**src/rtl/hazard_scoreboard.sv**
```systemverilog
// Hazard and forwarding unit: tracks in-flight destination registers per pipeline slot
// and produces the ID stall plus EX forwarding selects each cycle.
module hazard_scoreboard #(
  parameter int NUM_REGS      = 32,
  parameter int IDX_W         = 5,
  parameter int PIPE_DEPTH    = 3,
  parameter int FWD_EN        = 1,
  parameter int WB_BYPASS     = 0,
  parameter int LOAD_FWD_SLOT = 2,
  parameter int CNT_W         = 32
) (
  input  logic                              clk,
  input  logic                              rst,
  input  logic                              id_valid,
  input  logic [IDX_W-1:0]                  id_ra_idx,
  input  logic [IDX_W-1:0]                  id_rb_idx,
  input  logic                              id_ra_used,
  input  logic                              id_rb_used,
  input  logic [IDX_W-1:0]                  id_dest_idx,
  input  logic                              id_reg_wr,
  input  logic                              id_rd_mem,
  input  logic                              flush,
  output logic                              stall,
  output logic [$clog2(PIPE_DEPTH+1)-1:0]   fwd_a_sel,
  output logic [$clog2(PIPE_DEPTH+1)-1:0]   fwd_b_sel,
  output logic [$clog2(PIPE_DEPTH+1)-1:0]   inflight_cnt,
  output logic [CNT_W-1:0]                  stall_cycles
);

  localparam int SEL_W = $clog2(PIPE_DEPTH + 1);

  if ((2 ** IDX_W) < NUM_REGS) begin : g_bad_idx_w
    $error("hazard_scoreboard: IDX_W too small for NUM_REGS");
  end
  if (PIPE_DEPTH < 1 || PIPE_DEPTH > 8) begin : g_bad_depth
    $error("hazard_scoreboard: PIPE_DEPTH out of range");
  end
  if (LOAD_FWD_SLOT < 0 || LOAD_FWD_SLOT >= PIPE_DEPTH) begin : g_bad_load_slot
    $error("hazard_scoreboard: LOAD_FWD_SLOT out of range");
  end

  logic [PIPE_DEPTH-1:0] slot_valid;
  logic [PIPE_DEPTH-1:0] slot_load;
  logic [IDX_W-1:0]      slot_idx [PIPE_DEPTH];

  logic match_a, match_b;
  logic load_a, load_b;
  int   k_a, k_b;
  logic haz_a, haz_b;
  logic accept;
  logic [SEL_W-1:0] valid_count;

  // Scan oldest to youngest so the youngest producer overwrites earlier matches.
  always_comb begin
    match_a = 1'b0;
    match_b = 1'b0;
    load_a  = 1'b0;
    load_b  = 1'b0;
    k_a     = 0;
    k_b     = 0;
    for (int k = PIPE_DEPTH - 1; k >= 0; k--) begin
      if (slot_valid[k] && (slot_idx[k] == id_ra_idx)) begin
        match_a = 1'b1;
        load_a  = slot_load[k];
        k_a     = k;
      end
      if (slot_valid[k] && (slot_idx[k] == id_rb_idx)) begin
        match_b = 1'b1;
        load_b  = slot_load[k];
        k_b     = k;
      end
    end
    if (!id_ra_used || (id_ra_idx == '0)) match_a = 1'b0;
    if (!id_rb_used || (id_rb_idx == '0)) match_b = 1'b0;
  end

  always_comb begin
    haz_a = 1'b0;
    haz_b = 1'b0;
    if (FWD_EN != 0) begin
      haz_a = match_a && load_a && (k_a < LOAD_FWD_SLOT);
      haz_b = match_b && load_b && (k_b < LOAD_FWD_SLOT);
    end else begin
      haz_a = match_a && !((WB_BYPASS != 0) && (k_a == PIPE_DEPTH - 1));
      haz_b = match_b && !((WB_BYPASS != 0) && (k_b == PIPE_DEPTH - 1));
    end
  end

  assign stall  = (haz_a | haz_b) & id_valid & ~flush & ~rst;
  assign accept = id_valid & ~stall & ~flush;

  // A stalled instruction re-evaluates next cycle, so its selects are meaningless now.
  always_comb begin
    fwd_a_sel = '0;
    fwd_b_sel = '0;
    if ((FWD_EN != 0) && !stall && !rst) begin
      if (match_a) fwd_a_sel = SEL_W'(k_a + 1);
      if (match_b) fwd_b_sel = SEL_W'(k_b + 1);
    end
  end

  // Flush kills slot 0 on its way into slot 1; older slots keep shifting untouched.
  always_ff @(posedge clk) begin
    if (rst) begin
      slot_valid <= '0;
      slot_load  <= '0;
      for (int k = 0; k < PIPE_DEPTH; k++) slot_idx[k] <= '0;
    end else begin
      slot_valid[0] <= accept && id_reg_wr && (id_dest_idx != '0);
      slot_load[0]  <= id_rd_mem;
      slot_idx[0]   <= id_dest_idx;
      for (int k = 1; k < PIPE_DEPTH; k++) begin
        slot_valid[k] <= (k == 1) ? (slot_valid[0] & ~flush) : slot_valid[k-1];
        slot_load[k]  <= slot_load[k-1];
        slot_idx[k]   <= slot_idx[k-1];
      end
    end
  end

  always_comb begin
    valid_count = '0;
    for (int k = 0; k < PIPE_DEPTH; k++) begin
      if (slot_valid[k]) valid_count = valid_count + SEL_W'(1);
    end
  end

  assign inflight_cnt = rst ? '0 : valid_count;

  always_ff @(posedge clk) begin
    if (rst) begin
      stall_cycles <= '0;
    end else if (stall && (stall_cycles != {CNT_W{1'b1}})) begin
      stall_cycles <= stall_cycles + CNT_W'(1);
    end
  end

endmodule

```
**config.mk**
```make
export PLATFORM = sky130hd
export DESIGN_NAME = hazard_scoreboard
export DESIGN_NICKNAME = d
export VERILOG_FILES = /design/src/rtl/hazard_scoreboard.sv
export SDC_FILE = /design/constraint.sdc
export NUM_CORES = 1
export LEC_CHECK = 0
export BUFFER_PORTS_ARGS = -buffer_cell sky130_fd_sc_hd__buf_2
export CORE_ASPECT_RATIO = 1.75
export CORE_MARGIN = 5
export CORE_UTILIZATION = 55
export DETAILED_ROUTE_END_ITERATION = 10
export PLACE_DENSITY_LB_ADDON = 0.05
export SETUP_SLACK_MARGIN = 0.3
export SYNTH_ARGS = -nofsm -noshare
export SYNTH_HDL_FRONTEND = slang
export SYNTH_SLANG_ARGS = --single-unit
```
**constraint.sdc**
```tcl
create_clock -name clk -period 4.2 [get_ports clk]
set_input_delay 0.42 -clock clk [delete_from_list [all_inputs] [get_ports clk]]
set_output_delay 0.42 -clock clk [all_outputs]
set_load 0.02 [all_outputs]
```
# --- Word-level counts from Yosys, hierarchy flattened ---
# Memories as Yosys holds them, arrays and structs flattened.
# Index checks and enable logic that the tools add are counted.
word_totals:
  register_bits: 38
  ramBits: 15
  inputBits: 23
  output_inout_bits: 39
  wordCells: 88
  mem_count: 1
mem_list:
  columns: ["memory", "words", "width", "rd", "rd_clocked_by_memory_dff", "wr", "line_no", "text"]
  rows:
  - ["slot_idx", 3, 5, 3, 0, 3, "44", "logic [IDX_W-1:0] slot_idx [PIPE_DEPTH];"]
op_classes:
  addsub: 5
  magnitude_cmp: 2
  n_eq_ne: 7
  mux: 34
  bitwise_logic: 13
  reduce_logical: 23
op_table:
  columns: ["op", "n"]
  rows:
  - ["$lt 32x3->1 const B", 2]
  - ["$mux 32", 2]
  - ["$add 32x1->32 const B", 1]
  - ["$ne 32x32->1 const B", 1]
  - ["$eq 5x5->1", 6]
  - ["$mux 2", 11]
  - ["$mux 1", 18]
  - ["$mux 5", 3]
  - ["$logic_and 1x1->1", 14]
  - ["$logic_not 5->1", 2]
  - ["$and 1x1->1", 6]
  - ["$reduce_bool 5->1", 1]
  - ["$add 2x1->2 const B", 2]
  - ["$add 2x2->2 const B", 2]
  - ["$logic_not 1->1", 4]
  - ["$or 1x1->1", 4]
  - ["$not 1->1", 3]
  - ["$logic_or 1x1->1", 2]

# --- Depth between registers and ports, before layout ---
# Gate-level depths: netlist (run 1).
# An unclocked memory read counts as a cell.
logic_depth:
  word_depth: 18
  ltp_mapped: 10
  ltp_nobuf: 8

# --- Worst setup path before layout (run 1) ---
# OpenSTA, ideal clock, no wires.
synth_path:
  path_kind: "input -> output"
  start: "input port id_ra_idx[1]"
  end: "output port fwd_a_sel[1]"
  t_arrival_ps: 2434
  t_required_ps: 3780
  path_slack_ps: 1346
  cell_stages: 6
  n_path_buf: 1
  cell_sequence: "or4_1 -> o21ai_0 -> o22a_1 -> buf_2 -> nor2_1 -> nor4_1"
synth_between:
  elab_chain_len: 15
  elab_cells_between_ends: 30
  cone_classes: "1 x add/sub; 1 x order compare; 3 x eq/ne; 12 x mux; 4 x bitwise; 9 x reduce/logical"
synth_rtl:
  columns: ["element", "line_no", "text"]
  rows:
  - ["start, declared", "15", "input logic [IDX_W-1:0] id_ra_idx,"]
  - ["parallel branches: the longest is 14 deep, another holds $lt 32x3->1", null, null]
  - ["$mux 2 (*)", "96", "if ((FWD_EN != 0) && !stall && !rst) begin"]
  - ["end, declared", "24", "output logic [$clog2(PIPE_DEPTH+1)-1:0] fwd_a_sel,"]
# Mark *: on every way between the ends.

==> results of run 1 <==
==> layout by cell type (no fill, tap or decap), types with 5 or more instances in the layout <==
cell type / instances
and3_1: 5
or4_1: 15
nand3_1: 16
nand4_1: 9
xor2_1: 13
clkbuf_8: 5
dfxtp_1: 52
a21oi_1: 20
nor4_1: 7
buf_2: 61
nand2_1: 18
a21oi_2: 10
nor2_1: 16
nor2b_1: 19
o21ai_0: 9
o21ai_2: 8
o31ai_1: 11
xnor2_1: 18
or3_1: 24
==> power groups by stage <==
stage / Combinational [mW] / Clock [mW] / Sequential [mW]
final: 0.0682 / 0.351 / 0.507
after global routing: 0.0747 / 0.378 / 0.508
after CTS: 0.0691 / 0.355 / 0.507
after detailed placement: 0.0688 / 0 / 0.519
after global placement: 0.0689 / 0 / 0.519
after floorplan: 0.0409 / 0 / 0.517
==> sequential cells by signal, indices dropped and copies added, names as in the netlist <==
register / cells
slot_load: 2
slot_valid: 3
stall_cycles: 32
slot_idx: 15
==> worst max-delay path by stage <==
stage,start,to,slack [ns],cells past startpoint
after floorplan,id_ra_idx[1],fwd_a_sel[1],1.35,6
after global placement,id_ra_idx[1],fwd_a_sel[1],1.02,7
after detailed placement,id_ra_idx[1],fwd_a_sel[1],0.89,7
after CTS,slot_idx[0][2]$_SDFF_PP0_,fwd_a_sel[1],0.85,8
after global routing,slot_idx[0][2]$_SDFF_PP0_,fwd_a_sel[1],0.62,8
final,slot_idx[0][2]$_SDFF_PP0_,fwd_a_sel[1],0.84,8
==> logic make-up after synthesis <==
family	after synthesis
AO/OA/AOI/OAI	66
XOR/XNOR	32
adder cells (fa/ha/maj)	3
buffers and inverters	17
flip-flops	52
multiplexers	4
AND/OR/NAND/NOR	150
==> worst max-delay path: stages, from the launching register on <==
cell	delay, ns
dfxtp_1	0.41
xnor2_1	0.13
nand4_1	0.16
nor3_2	0.27
mux2i_1	0.31
o22a_1	0.61
nor2_1	0.21
nor4_1	0.30
buf_2	0.22
==> area by class of cell <==
| cell class | count | area share [%] |
|---|---|---|
| Multi-Input combinational cell | 255 | 52.51 |
| Sequential cell | 52 | 31.87 |
| Timing Repair Buffer | 62 | 9.575 |
| Clock buffer | 5 | 2.106 |
| Tap cell | 54 | 2.068 |
| Clock inverter | 3 | 1.417 |
| Inverter | 4 | 0.4596 |
==> layer usage <==
metal	routed length (um)	vias up	part of all wire, %
met1	2737	1258	38
met2	4003	61	56
met3	278	10	3.9
met4	138	0	1.9
li1	-	1301	-
met5	0	-	0
==> Yosys cell counts <==
cell and count:
nand4_1 9, xnor2_1 18, mux2_2 2, nand3b_1 2, nor3_2 2, nand2b_1 2
clkbuf_1 6, nor3_1 3, buf_2 2, a211o_1 1, nor2b_1 19, o2111a_1 1
o22a_4 1, xor2_2 1, nor3_4 1, or3_1 24, or4b_2 1, nand4_2 1
buf_12 2, nand2_1 18, and3_1 5, dfxtp_1 52, and4_1 4, a21oi_1 20
or2_1 1, o21ai_2 8, inv_1 4, a211oi_1 1, or4_4 1, or2_2 1
o21ai_0 9, ha_1 3, o31ai_1 11, xor2_1 13, nor4_1 7, buf_1 1
o22a_1 1, o21ai_1 3, buf_6 2, a21oi_2 10, and2_1 2, nand3_1 16
nor2_1 16, mux2i_1 2, or4_1 15
==> flow_summary.json, run 1 <==
{
  "reg2reg_from": "stall_cycles[0]$_SDFFE_PP0P_",
  "io_pins": 62,
  "startpoint_type": "register",
  "ys_warn_count": 0,
  "cts.path.max_buffers": 2,
  "holdCritStartpoint": "flush",
  "grt_use_met2_pct": 41.72,
  "outcome": "completed",
  "fin_nets": 406,
  "chipHeight_um": 105.6,
  "synthDistinctLibCells": 45,
  "dieArea_mm2": 0.006821,
  "initial_core_util_pct": 57.18,
  "post_cts_buffers": 0,
  "rsz0062_at_grt": "no",
  "multi_input_area_mm2": 0.001715,
  "p_seq_share_pct": 54.7,
  "met3_usage_pct": 3.408,
  "grt_pass1_vias": 2456,
  "area_growth_pct": 13.82,
  "synth_top_area_share_pct": 36.27,
  "path_max_fanout": 25,
  "synthTopCellsByArea": "dfxtp_1, xnor2_1, or3_1, nor2b_1, xor2_1",
  "syn_inst": 324,
  "yosys.area.top_type": "dfxtp_1",
  "drc": 0,
  "seq_area_frac_synth_pct": 36.27,
  "post-place-ws_ns": 0.8905,
  "cts_tree": "done",
  "drive_above_1_share_pct": 25.98,
  "layout_min_cycle_time_ns": 3.360,
  "synth_compound_area_share_pct": 15.82,
  "grt_use_total_pct": 21.43,
  "ctsHtreeMaxLevel": 2,
  "fin_cells": 435,
  "combPwrFrac_pct": 7.4,
  "netSwitchingPower_mw": 0.2175,
  "r2r_slack_ns": 1.54,
  "holdPathEnd": "slot_valid[1]$_SDFF_PP0_",
  "dp_hpwl_um": 5453,
  "wirelength_um": 7159,
  "clock-sinks": 52,
  "wl_per_cell_um": 16.46,
  "antenna_found_initial": 0,
  "gp_congestion": 0.8380,
  "die_width_um": 64.61,
  "endpoint_kind": "primary output",
  "cp.arrival_ns": 2.94,
  "synth_xor_area_share_pct": 10.03,
  "vias": 2630,
  "required_ns": 3.78,
  "syn_avg_cell_area_um2": 8.859,
  "ys_ff_latch": 52,
  "drv_slew": 0,
  "cts_resized": 0,
  "synth_top_family_by_area": "simple AND/OR/NAND/NOR gates",
  "total_power_mw": 0.9265,
  "port_buffers": 61,
  "swShare_pct": 23.47,
  "grt_max_degree": 61,
  "muxShareOfSynthArea_pct": 1.482,
  "setup_viol": 0,
  "tightest_slew_ns": 0.6804,
  "synth_nets": 350,
  "hold_depth": 2,
  "timing.hold.ws_ns": 0.2804,
  "use_met1_pct": 22.83,
  "crit_type": "reg2out",
  "seq_area_mm2": 0.001041,
  "tns_ns": 0,
  "clkLatencyLatePin_ns": 0.30,
  "maxSlewHeadroom_pct": 54.64,
  "yosys.area_share.adder_pct": 1.308,
  "fin_skew_ns": 0.006524,
  "dp_cells": 427,
  "cts_hold_repair.buffers": 0,
  "reg2regPathDepth": 8,
  "path_clk_slew_ns": 0.10,
  "gr-total-overflow": 0,
  "setup_slack_ns": 0.8402,
  "hold_viol": 0,
  "placed_cell_area_mm2": 0.003152,
  "fin_area_mm2": 0.003267,
  "intPower_mw": 0.7091,
  "busiest_layer": "met2",
  "core_mm2": 0.005020,
  "clockRootBuffer": "clkbuf_8",
  "synth_area_mm2": 0.002870,
  "fmax_mhz": 297.6,
  "timing.rr.end": "stall_cycles[19]$_SDFFE_PP0P_",
  "via_per_inst": 6.046,
  "diodes": 0,
  "hold_class": "in2reg",
  "p_per_area_mw_per_mm2": 283.6,
  "dr.pass1.iters": 4,
  "yosys.area_share.simple_pct": 31.12,
  "fillerInstances": 483,
  "cts_buffers": 5,
  "ir_drop_mv": 0.2377,
  "p_clk_share_pct": 37.9,
  "route.antenna.remaining_nets": 0,
  "p_leak_nw": 1.202,
  "grt_pass1_wl_um": 11700,
  "first_iter_violations": 111,
  "post-route-util_pct": 65.08,
  "min_period_over_period_pct": 79.99,
  "cap_violations": 0,
  "row_count": 34
}
No activity file was read; power rests on OpenSTA's default activity.
==> run 2: changes to the inputs <==
CORE_UTILIZATION = 49   (was 55)
clock period = 2.9 ns   (was 4.2 ns; I/O delays follow)
==> flow_summary.json, run 2 (same netlist as run 1, synthesis figures left out) <==
{
  "outcome": "completed",
  "dieArea_mm2": 0.007549,
  "tightest_slew_ns": 0.4660,
  "dp_hpwl_um": 5714,
  "largest_reg_flops": 32,
  "endpoint_kind": "primary output",
  "rsz0062_at_grt": "yes",
  "clock-sinks": 52,
  "wirelength_um": 8132,
  "reg2reg_from": "slot_idx[0][1]$_SDFF_PP0_",
  "gp_congestion": 0.8510,
  "clkLatencyLatePin_ns": 0.31,
  "netSwitchingPower_mw": 0.3301,
  "route.antenna.remaining_nets": 0,
  "fmax_mhz": 384.9,
  "fin_nets": 429,
  "r2r_slack_ns": 0.39,
  "maxSlewHeadroom_pct": 68.93,
  "io_pins": 62,
  "cap_violations": 0,
  "fin_skew_ns": 0.006630,
  "grt_max_degree": 40,
  "crit_start": "slot_idx[0][2]$_SDFF_PP0_",
  "diodes": 0,
  "cts_tree": "done",
  "first_iter_violations": 110,
  "ir_drop_mv": 0.2382,
  "chipHeight_um": 111.2,
  "final_cell_mix": "buf_2, dfxtp_1, or3_1",
  "timing.hold.ws_ns": 0.1514,
  "dp_cells": 459,
  "fin_area_mm2": 0.003623,
  "core_mm2": 0.005787,
  "antenna_found_initial": 0,
  "port_buffers": 61,
  "tns_ns": 0,
  "placed_cell_area_mm2": 0.003254,
  "gr-total-overflow": 0,
  "wl_per_cell_um": 16.87,
  "drive_above_1_share_pct": 33.17,
  "cts.path.max_buffers": 2,
  "cts_hold_repair.buffers": 0,
  "intPower_mw": 1.033,
  "clockRootBuffer": "clkbuf_8",
  "dr.pass1.iters": 4,
  "fin_cells": 482,
  "die_width_um": 67.86,
  "drc": 0,
  "cts_buffers": 5,
  "swShare_pct": 24.21,
  "row_count": 37,
  "min_period_over_period_pct": 89.58,
  "setup_slack_ns": 0.3021,
  "p_clk_share_pct": 38.0,
  "post-place-ws_ns": 0.2064,
  "ctsHtreeMaxLevel": 2,
  "p_seq_share_pct": 53.9,
  "startpoint_type": "register",
  "hold_class": "in2reg",
  "cp.arrival_ns": 2.31,
  "vias": 2714,
  "final_common_cell": "buf_2",
  "via_per_inst": 5.631,
  "layout_min_cycle_time_ns": 2.598,
  "combPwrFrac_pct": 8.1,
  "crit_type": "reg2out",
  "path_max_fanout": 3,
  "initial_core_util_pct": 49.60,
  "p_leak_nw": 1.350,
  "grt_pass1_wl_um": 12920,
  "regMostFlops": "stall_cycles",
  "path_clk_slew_ns": 0.10,
  "required_ns": 2.61,
  "post-route-util_pct": 62.62,
  "area_growth_pct": 26.24,
  "p_per_area_mw_per_mm2": 376.3,
  "holdCritStartpoint": "flush",
  "grt_pass1_vias": 2665,
  "fillerInstances": 540,
  "setup_viol": 0,
  "hold_viol": 0,
  "reg_top3": "stall_cycles: 32 flops, slot_idx: 15 flops, slot_valid: 3 flops",
  "grt_use_total_pct": 22.16,
  "drv_slew": 0,
  "total_power_mw": 1.364
}
[run 2: cell types whose count changed in the layout (fill, tap and decap cells not counted), sizes merged]
cell    before  now
buf         62   83
bufbuf       0    1
o22a         2    3
[run 2: worst paths after layout]
path	endpoint	cells past startpoint
setup / recovery	fwd_a_sel[1]	9
hold reg to reg	stall_cycles[16]$_SDFFE_PP0P_	2
setup reg to reg	stall_cycles[21]$_SDFFE_PP0P_	10
hold / removal	slot_valid[1]$_SDFF_PP0_	2
[run 2: critical path, cell delays in order (launching register included)]
cell	delay [ns]
dfxtp_2	0.37
xnor2_1	0.12
nand4_1	0.17
nor3_2	0.27
mux2i_1	0.28
o22a_1	0.22
buf_12	0.12
nor2_4	0.04
nor4_4	0.22
buf_4	0.18
[run 2: metal layers]
metal | global-route usage (%) | up-vias | part of all wire, %
li1 | - | 1344 | -
met1 | 25.16 | 1283 | 39
met2 | 40.79 | 74 | 55
met3 | 3.245 | 13 | 3.8
met4 | 6.375 | 0 | 2.3
met5 | 0 | - | 0
[run 2: timing repair]
action | CTS | global route
pin swaps | 9 | 6
gates resized for setup | 14 | 11
endpoints found under the setup margin | 24 | 28
setup buffers | 9 | 4
cloned | 2 | 0
[run 2: power by group through the flow]
stage | Combinational (mW) | Clock (mW) | Sequential [mW]
3_3_place_gp | 0.103 | 0 | 0.752
2_1_floorplan | 0.0593 | 0 | 0.748
6_report | 0.111 | 0.518 | 0.735
4_1_cts | 0.109 | 0.534 | 0.735
3_5_place_dp | 0.105 | 0 | 0.752
5_1_grt | 0.120 | 0.560 | 0.736
[run 2: cell type report]
class / count / area [um^2] / share of cell area [%]
Clock inverter: 3 / 46.29 / 1.278
Tap cell: 78 / 97.59 / 2.693
Clock buffer: 5 / 68.82 / 1.899
Timing Repair Buffer: 84 / 560.5 / 15.47
Inverter: 4 / 15.01 / 0.4144
Sequential cell: 52 / 1050 / 28.97
Multi-Input combinational cell: 256 / 1785 / 49.27
